`config.mk`:
```
export PLATFORM = sky130hd
export DESIGN_NAME = fc_argmax_collector_flat
export DESIGN_NICKNAME = d
export VERILOG_FILES = /design/src/rtl/fc_argmax_collector_if.sv /design/src/rtl/fc_argmax_collector.sv /design/src/flat_wrapper.sv
export SDC_FILE = /design/constraint.sdc
export NUM_CORES = 1
export LEC_CHECK = 0
export ABC_CLOCK_PERIOD_IN_PS = 4500
export CAP_MARGIN = 10
export CORE_MARGIN = 2
export CORE_UTILIZATION = 58
export DETAILED_ROUTE_END_ITERATION = 10
export GPL_ROUTABILITY_DRIVEN = 0
export PLACE_DENSITY = 0.78
export SYNTH_ARGS = -nofsm -noshare
export SYNTH_HDL_FRONTEND = slang
export SYNTH_SLANG_ARGS = --single-unit
```
`constraint.sdc`:
```
create_clock -name clk -period 4.5 [get_ports clk]
set_input_delay 0.675 -clock clk [delete_from_list [all_inputs] [get_ports clk]]
set_output_delay 0.675 -clock clk [all_outputs]
set_load 0.01 [all_outputs]
```
`src/rtl/fc_argmax_collector_if.sv`:
```
// Score-collection and result bus for fc_argmax_collector.
// The producer (master) drives the scores, the frame control and din_sel.
// The collector (slave) returns backpressure, the argmax result and the error flag.
interface fc_argmax_collector_if #(
  parameter int DATA_WIDTH = 7,
  parameter int SEL_WIDTH  = 4
);
  logic [DATA_WIDTH-1:0] din;
  logic [SEL_WIDTH-1:0]  din_sel;
  logic                  din_valid;
  logic                  din_ready;
  logic                  frame_clr;
  logic [SEL_WIDTH-1:0]  class_idx;
  logic [DATA_WIDTH-1:0] max_score;
  logic                  result_valid;
  logic                  sel_err;

  modport master (
    output din, din_sel, din_valid, frame_clr,
    input  din_ready, class_idx, max_score, result_valid, sel_err
  );

  modport slave (
    input  din, din_sel, din_valid, frame_clr,
    output din_ready, class_idx, max_score, result_valid, sel_err
  );
endinterface

```
`src/rtl/fc_argmax_collector.sv`:
```
// Collects one score per class from the final fully-connected stage, then
// scans the buffered frame sequentially for the largest score. It reports the
// winning class index and its score with a one-cycle result strobe.
// Flow: LOAD (accept writes) -> SCAN (NUM_CLASSES cycles) -> DONE (1 cycle).
module fc_argmax_collector #(
  parameter int DATA_WIDTH    = 7,
  parameter int NUM_CLASSES   = 10,
  parameter int SEL_WIDTH     = 4,
  parameter int SIGNED_SCORES = 1
) (
  input logic                  clk,
  input logic                  reset,
  fc_argmax_collector_if.slave bus
);

  localparam logic [1:0] ST_LOAD = 2'd0;
  localparam logic [1:0] ST_SCAN = 2'd1;
  localparam logic [1:0] ST_DONE = 2'd2;

  localparam logic [SEL_WIDTH-1:0] LAST_IDX = SEL_WIDTH'(NUM_CLASSES - 1);
  localparam logic [SEL_WIDTH:0]   NUM_SEL  = (SEL_WIDTH + 1)'(NUM_CLASSES);

  logic [1:0]            state;
  logic [DATA_WIDTH-1:0] score_buf [NUM_CLASSES];
  logic [NUM_CLASSES-1:0] mask;
  logic [NUM_CLASSES-1:0] sel_onehot;
  logic [SEL_WIDTH-1:0]  cnt;
  logic [SEL_WIDTH-1:0]  best_idx;
  logic [SEL_WIDTH-1:0]  best_idx_nxt;
  logic [DATA_WIDTH-1:0] best;
  logic [DATA_WIDTH-1:0] best_nxt;
  logic [DATA_WIDTH-1:0] cur_score;
  logic [SEL_WIDTH-1:0]  class_idx;
  logic [DATA_WIDTH-1:0] max_score;
  logic                  result_valid;
  logic                  sel_err;
  logic                  din_ready;
  logic                  present;
  logic                  sel_ok;
  logic                  accept;
  logic                  frame_full;
  logic                  take;
  logic                  scan_last;

  // Score ordering: two's complement or unsigned, depending on SIGNED_SCORES.
  function automatic logic score_gt(input logic [DATA_WIDTH-1:0] a,
                                    input logic [DATA_WIDTH-1:0] b);
    if (SIGNED_SCORES != 0) return $signed(a) > $signed(b);
    return a > b;
  endfunction

  assign din_ready  = (state == ST_LOAD);
  assign present    = bus.din_valid && din_ready;
  assign sel_ok     = {1'b0, bus.din_sel} < NUM_SEL;
  // frame_clr takes priority over a write in the same cycle.
  assign accept     = present && sel_ok && !bus.frame_clr;
  assign frame_full = &(mask | sel_onehot);
  assign cur_score  = score_buf[cnt];
  assign scan_last  = (state == ST_SCAN) && (cnt == LAST_IDX);

  // Decode din_sel into a per-class write enable; out-of-range selects decode to zero.
  always_comb begin
    // NOTE: every signal written here gets a default first, so no path can leave it unassigned and infer a latch.
    sel_onehot = '0;
    for (int i = 0; i < NUM_CLASSES; i++) begin
      sel_onehot[i] = (bus.din_sel == SEL_WIDTH'(i));
    end
  end

  // Scan step: cnt=0 seeds the running best, later entries replace it only when strictly larger.
  always_comb begin
    take         = (cnt == '0) || score_gt(cur_score, best);
    best_nxt     = best;
    best_idx_nxt = best_idx;
    if (take) begin
      best_nxt     = cur_score;
      best_idx_nxt = cnt;
    end
  end

  // Score buffer: the last accepted write to each class wins.
  always_ff @(posedge clk or posedge reset) begin
    // NOTE: this buffer is small and has a defined reset value, so it is reset as flops; a RAM-mapped buffer would not be reset.
    if (reset) begin
      for (int i = 0; i < NUM_CLASSES; i++) score_buf[i] <= '0;
    end else begin
      for (int i = 0; i < NUM_CLASSES; i++) begin
        if (accept && sel_onehot[i]) score_buf[i] <= bus.din;
      end
    end
  end

  // Frame sequencing: mask collection in LOAD, the argmax walk in SCAN, then the one-cycle DONE.
  always_ff @(posedge clk or posedge reset) begin
    // NOTE: sequential state uses non-blocking assignments, so every flop samples pre-edge values.
    if (reset) begin
      state    <= ST_LOAD;
      mask     <= '0;
      cnt      <= '0;
      best     <= '0;
      best_idx <= '0;
    end else begin
      case (state)
        ST_LOAD: begin
          if (bus.frame_clr) begin
            mask <= '0;
          end else if (accept) begin
            mask <= mask | sel_onehot;
            if (frame_full) begin
              state <= ST_SCAN;
              cnt   <= '0;
            end
          end
        end
        ST_SCAN: begin
          best     <= best_nxt;
          best_idx <= best_idx_nxt;
          if (cnt == LAST_IDX) state <= ST_DONE;
          else                 cnt   <= cnt + 1'b1;
        end
        ST_DONE: begin
          state <= ST_LOAD;
          mask  <= '0;
          cnt   <= '0;
        end
        default: state <= ST_LOAD;
      endcase
    end
  end

  // Result registers: loaded on the edge into DONE and held until the next DONE; sel_err is sticky.
  always_ff @(posedge clk or posedge reset) begin
    if (reset) begin
      class_idx    <= '0;
      max_score    <= '0;
      result_valid <= 1'b0;
      sel_err      <= 1'b0;
    end else begin
      result_valid <= scan_last;
      if (scan_last) begin
        class_idx <= best_idx_nxt;
        max_score <= best_nxt;
      end
      if (present && !sel_ok) sel_err <= 1'b1;
    end
  end

  assign bus.din_ready    = din_ready;
  assign bus.class_idx    = class_idx;
  assign bus.max_score    = max_score;
  assign bus.result_valid = result_valid;
  assign bus.sel_err      = sel_err;

endmodule

```
`src/flat_wrapper.sv`:
```
// flat-port wrapper written by rule: the top's interface ports become plain ports
module fc_argmax_collector_flat 
#(
  parameter int DATA_WIDTH    = 7,
  parameter int NUM_CLASSES   = 10,
  parameter int SEL_WIDTH     = 4,
  parameter int SIGNED_SCORES = 1
)
  (clk, reset, bus_din, bus_din_sel, bus_din_valid, bus_frame_clr, bus_din_ready, bus_class_idx, bus_max_score, bus_result_valid, bus_sel_err);
  fc_argmax_collector_if #(.DATA_WIDTH(DATA_WIDTH), .SEL_WIDTH(SEL_WIDTH)) bus_i ();
  input logic clk;
  input logic reset;
  input wire logic [$bits(bus_i.din)-1:0] bus_din;
  input wire logic [$bits(bus_i.din_sel)-1:0] bus_din_sel;
  input wire logic [$bits(bus_i.din_valid)-1:0] bus_din_valid;
  input wire logic [$bits(bus_i.frame_clr)-1:0] bus_frame_clr;
  output wire logic [$bits(bus_i.din_ready)-1:0] bus_din_ready;
  output wire logic [$bits(bus_i.class_idx)-1:0] bus_class_idx;
  output wire logic [$bits(bus_i.max_score)-1:0] bus_max_score;
  output wire logic [$bits(bus_i.result_valid)-1:0] bus_result_valid;
  output wire logic [$bits(bus_i.sel_err)-1:0] bus_sel_err;
  assign bus_i.din = bus_din;
  assign bus_i.din_sel = bus_din_sel;
  assign bus_i.din_valid = bus_din_valid;
  assign bus_i.frame_clr = bus_frame_clr;
  assign bus_din_ready = bus_i.din_ready;
  assign bus_class_idx = bus_i.class_idx;
  assign bus_max_score = bus_i.max_score;
  assign bus_result_valid = bus_i.result_valid;
  assign bus_sel_err = bus_i.sel_err;
  fc_argmax_collector #(.DATA_WIDTH(DATA_WIDTH), .NUM_CLASSES(NUM_CLASSES), .SEL_WIDTH(SEL_WIDTH), .SIGNED_SCORES(SIGNED_SCORES)) u_core (.clk(clk), .reset(reset), .bus(bus_i));
endmodule
```
### After elaboration in Yosys (flattened, before gate mapping)

Cells that the tools add are included.

* flip-flop bits (word level): 110
* bits in latches: 0
* bits in writable memories: 0
* ROM bits: 0
* bits of input ports: 15
* output and inout bits: 14
* word-level logic and storage cells: 88
* memories kept: 0

* $add $sub $neg: 1
* multiply operators: 0
* div/mod/pow operators: 0
* $lt $le $gt $ge: 3
* equality and inequality tests: 18
* shift operators: 0
* mux-type cells: 18
* bitwise logic cells: 2
* reductions and logical operators: 27

Operators with widths (number)
* binary-select mux 7 bit (select 4 bit): 1
* two-way mux 7 bit: 3
* two-way mux 10 bit: 2
* two-way mux 4 bit: 5
* one-hot mux 10 bit (2 select lines): 1
* equality test 4 x 3 -> 1 bit, second input constant: 4
* logical AND 1 bit: 15
* equality test 4 bit, second input constant: 3
* one-hot mux 4 bit (3 select lines): 1
* inequality test 2 bit, second input constant: 5
* OR 10 bit: 1
* AND reduction 10 bit: 1
* equality test 4 x 2 -> 1 bit, second input constant: 2
* zero test 4 bit: 2
* two-way mux 2 bit: 4
* > comparator 7 bit: 1
* greater-or-equal comparator 5 bit, second input constant: 1
* inverter 4 -> 5 bit: 1
* AND reduction 5 bit: 1
* adder 4 x 1 -> 4 bit, second input constant: 1
* equality test 4 x 1 -> 1 bit, second input constant: 1
* < comparator 4 bit, second input constant: 1
* one-hot mux 2 bit (2 select lines): 1
* AND reduction 4 bit: 1
* 9 further kinds: 10

### Depth between registers and ports, before layout

* depth after elaboration: 7
* gate-level depth with buffers: 14

### Worst setup path after synthesis

Ideal clock, no wire load.

* path kind: register -> register
* start: register u_core.cnt[0]
* end: register u_core.best[0]
* setup time: 0.125 ns
* arrival: 3.021 ns
* data required time: 4.375 ns
* path slack: 1.354 ns
* stages on the path, launching flop included: 14
* buffers on the path: 4
* clock period less this slack: 3.146 ns
* path through: dfrtp_1 buf_6 buf_12 mux4_2 a221oi_1 a311oi_1 ha_1 nand4_1 a2bb2oi_1 o22ai_1 buf_6 nand2b_4 buf_6 mux2_2

* cells in the longest elaborated chain, start to end: 7
* elaborated cells between the ends (all ways): 8

Ends and longest elaborated chain
* start, declared: RTL line fc_argmax_collector.sv:27 `logic [SEL_WIDTH-1:0] cnt;`
* start signal, assigned: RTL line fc_argmax_collector.sv:119 `else cnt <= cnt + 1'b1;`
* inverter 4 -> 5 bit (implied by the code): RTL line fc_argmax_collector.sv:58 `assign cur_score = score_buf[cnt];`
* binary-select mux 7 bit (select 4 bit): RTL line fc_argmax_collector.sv:58
* two-way mux 7 bit (implied by the code) (2 in series): RTL line fc_argmax_collector.sv:58
* > comparator 7 bit: RTL line fc_argmax_collector.sv:48 `if (SIGNED_SCORES != 0) return $signed(a) > $signed(b);`
* logical OR 1 bit: RTL line fc_argmax_collector.sv:72 `take = (cnt == '0) || score_gt(cur_score, best);`
* two-way mux 7 bit (*): RTL line fc_argmax_collector.sv:75 `if (take) begin`
* end signal, assigned: RTL line fc_argmax_collector.sv:116 `best <= best_nxt;`
* end, declared: RTL line fc_argmax_collector.sv:30 `logic [DATA_WIDTH-1:0] best;`

Mark *: on every way between the ends. The rest lies on a longest branch, timed or not. The select of a mux whose other input is x is not followed.
A chain may end at the register's enable or synchronous reset.

### Final worst setup path

* start: register u_core.cnt[0]
* end: register u_core.best[2]

Same word-level chain as after synthesis.

==> flow_metrics.tcl <==
set metrics [dict create \
    slowest_delay_ns 0.58 \
    ys.flop_type "dfrtp_1" \
    final.setup.tns_ns 0 \
    layout.nets 481 \
    synth_area_sq_mm 0.00547 \
    synth.most_common_cell "dfrtp_1" \
    syn_nets 463 \
    clk_path_buf_depth 2 \
    fmax_mhz 276 \
    rsz0062_at_grt "no" \
    die_w_um 101 \
    status "finished clean" \
    cp_max_fo 34 \
    drive_gt1_share_pct 26.9 \
    postCtsSetupRepairBufs 0 \
    seq_area_frac_synth_pct 50.3 \
    vias 3526 \
    synth_cell_types 57 \
    clk_pin_slew_ns 0.11 \
    hold_violations 0 \
    nFillCells 714 \
    cap_violations 0 \
    port_buffers 28 \
    hold_start "u_core.bus.sel_err" \
    clock-sinks 110 \
    startpoint "u_core.cnt[0]" \
    hold_buffers 0 \
    synth_area_per_cell_sq_um 12.5 \
    syn_inst 438 \
    clock_latency_ns 0.38 \
    slew_headroom_pct 46.8 \
    setup_slack_ns 0.875 \
    crit_arrival_ns 3.90 \
    die_h_um 101 \
    vdd_ir_drop_max_mv 0.209 \
    cts.repair.resized 0 \
    wl_per_cell_um 19.4 \
    antenna_found_initial 0 \
    yosysWarnings 0 \
    htree_levels 3 \
    area_delta_synth_final_pct 9.36 \
    synth_top_area_cell "dfrtp_1" \
    initial_core_util_pct 59.5 \
    ant_nets 0 \
    finalCritPeriodShare_pct 80.6 \
    slew_violations 0 \
    p_leak_nw 2.75 \
    p_per_area_mw_per_mm2 341 \
    first_iter_violations 257 \
    synth-seq-cells 110 \
    drc_errors 0 \
    cp_slowest_cell "mux4_2" \
    report.final.setup_viol 0 \
    track_usage_pct 23.7 \
    hp-class "register to register" \
    synth_edf_count 0 \
    preCtsSetupSlack_ns 0.890 \
    cp_top_family "multiplexers" \
    dieArea_sq_mm 0.0102 \
    grt_max_degree 66 \
    ys_top_cells_by_area "dfrtp_1 (50%), mux2_2 (18%), mux2i_1 (3.1%)" \
    clock-skew-final_ns 0.0135 \
    worstSetupEndpointType "register" \
    overflow 0 \
    stdcell_area_sq_mm 0.00598 \
    cts_root_buffer "clkbuf_8" \
    io_pins 29 \
    drt_wl_total_um 11100 \
    grt_pass1_wl_um 18300 \
    grt_pass1_vias 3513 \
    worstSetupPathType "register to register" \
    worst_ep_required_time_ns 4.78 \
    dpl_cell_area_sq_mm 0.00578 \
    path_buf_inv 2 \
    critical_path.cell_chain "buf_4, mux4_2, a221oi_1, a311oi_1, ha_1, nand4_1, a2bb2oi_1, o22ai_1, buf_4, nand2b_4, mux2_2" \
    start_kind "register" \
    placementRows 35 \
    yosysTopAreaCellShare_pct 50.3 \
    cpMostUsedCell "buf_4" \
    cts_buffers 9 \
    n_antenna_cell 0 \
    ys_top_cells_by_count "dfrtp_1 (110), mux2_2 (85), nand2_1 (35), inv_1 (20), mux2i_1 (17)" \
    core-area_sq_mm 0.00920 \
    firstDrtPassIters 4 \
    cts_tree "built" \
    dp.final_hpwl_um 7590 \
    tightest_slew_ns 0.798 \
    async_flop_share_pct 100 \
    finalCriticalPeriod_ns 3.63 \
    vias_per_cell 6.16 \
    rr_startpoint "u_core.cnt[0]" \
    p_total_w 0.00204 \
]
[worst paths after layout]
kind                       slack (ns)  cells after the start                 endpoint
min                              0.48                      1       u_core.bus.sel_err
max reg2reg                      0.87                     11           u_core.best[2]
min in group asynchronous        0.79                      2  u_core.bus.class_idx[2]
max in group asynchronous        2.89                      3           u_core.best[0]
min reg2reg                      0.48                      1       u_core.bus.sel_err
max                              0.87                     11           u_core.best[2]
[placed cells by master, fill, tap and decap left out, drive strengths merged, types with 9 or more instances in the layout]
cell	synthesis	routed
dfrtp	110	110
mux2	94	94
nand2	35	35
clkdlybuf4s50	0	28
inv	20	25
mux2i	17	17
o21ai	14	14
nor2	14	14
ha	10	10
clkbuf	8	9
[power breakdown]
part | switching (W) | internal (W)
registers | 0.0000549 | 0.00109
clock network | 0.000377 | 0.000220
logic | 0.000134 | 0.000162
[through the flow]
| stage | hold WS, ns | instances | util [%] |
|---|---|---|---|
| 2_1_floorplan | 0.447 | 438 | - |
| 3_3_place_gp | 0.448 | 556 | 62.9 |
| 3_5_place_dp | 0.459 | 556 | 62.9 |
| 4_1_cts | 0.485 | 572 | 65.0 |
| 5_1_grt | 0.515 | 572 | 65.0 |
| 6_report | 0.482 | 572 | 65.0 |
[logic make-up (layout without fill, tap and decap cells)]
group / Yosys count / after routing / share of synthesized area (%)
compound gates: 71 / 71 / 9.68
xor+xnor: 1 / 1 / 0.160
fa+ha+maj: 10 / 10 / 2.29
buf+inv: 47 / 70 / 4.30
flops: 110 / 110 / 50.3
mux: 118 / 118 / 25.6
simple gates: 81 / 81 / 7.62
[registers in the layout, indices dropped and copies added, names as in the netlist]
signal	flops
u_core.best_idx	4
u_core.state	2
u_core.cnt	4
u_core.bus.class_idx	4
u_core.bus.sel_err	1
u_core.mask	10
u_core.score_buf	70
u_core.best	7
u_core.bus.result_valid	1
u_core.bus.max_score	7
[metal layers]
metal	track usage [%]	up-vias	share of wire, %
li1	-	1648	-
met1	33.3	1784	47
met2	37.1	76	47
met3	4.51	18	4.5
met4	8.52	0	1.7
met5	0	-	0
[layout make-up]
class                   instances  area (sq um)  area share (%)
multi-input cells             281          2480            41.5
flip-flops and latches        110          2750            46.0
clock inverters                 7          72.6            1.21
clock buffers                   9           124            2.07
inverters                      21          81.3            1.36
well taps                     111           139            2.32
repair buffers                 33           330            5.52
No activity file was read; power rests on OpenSTA's default activity.
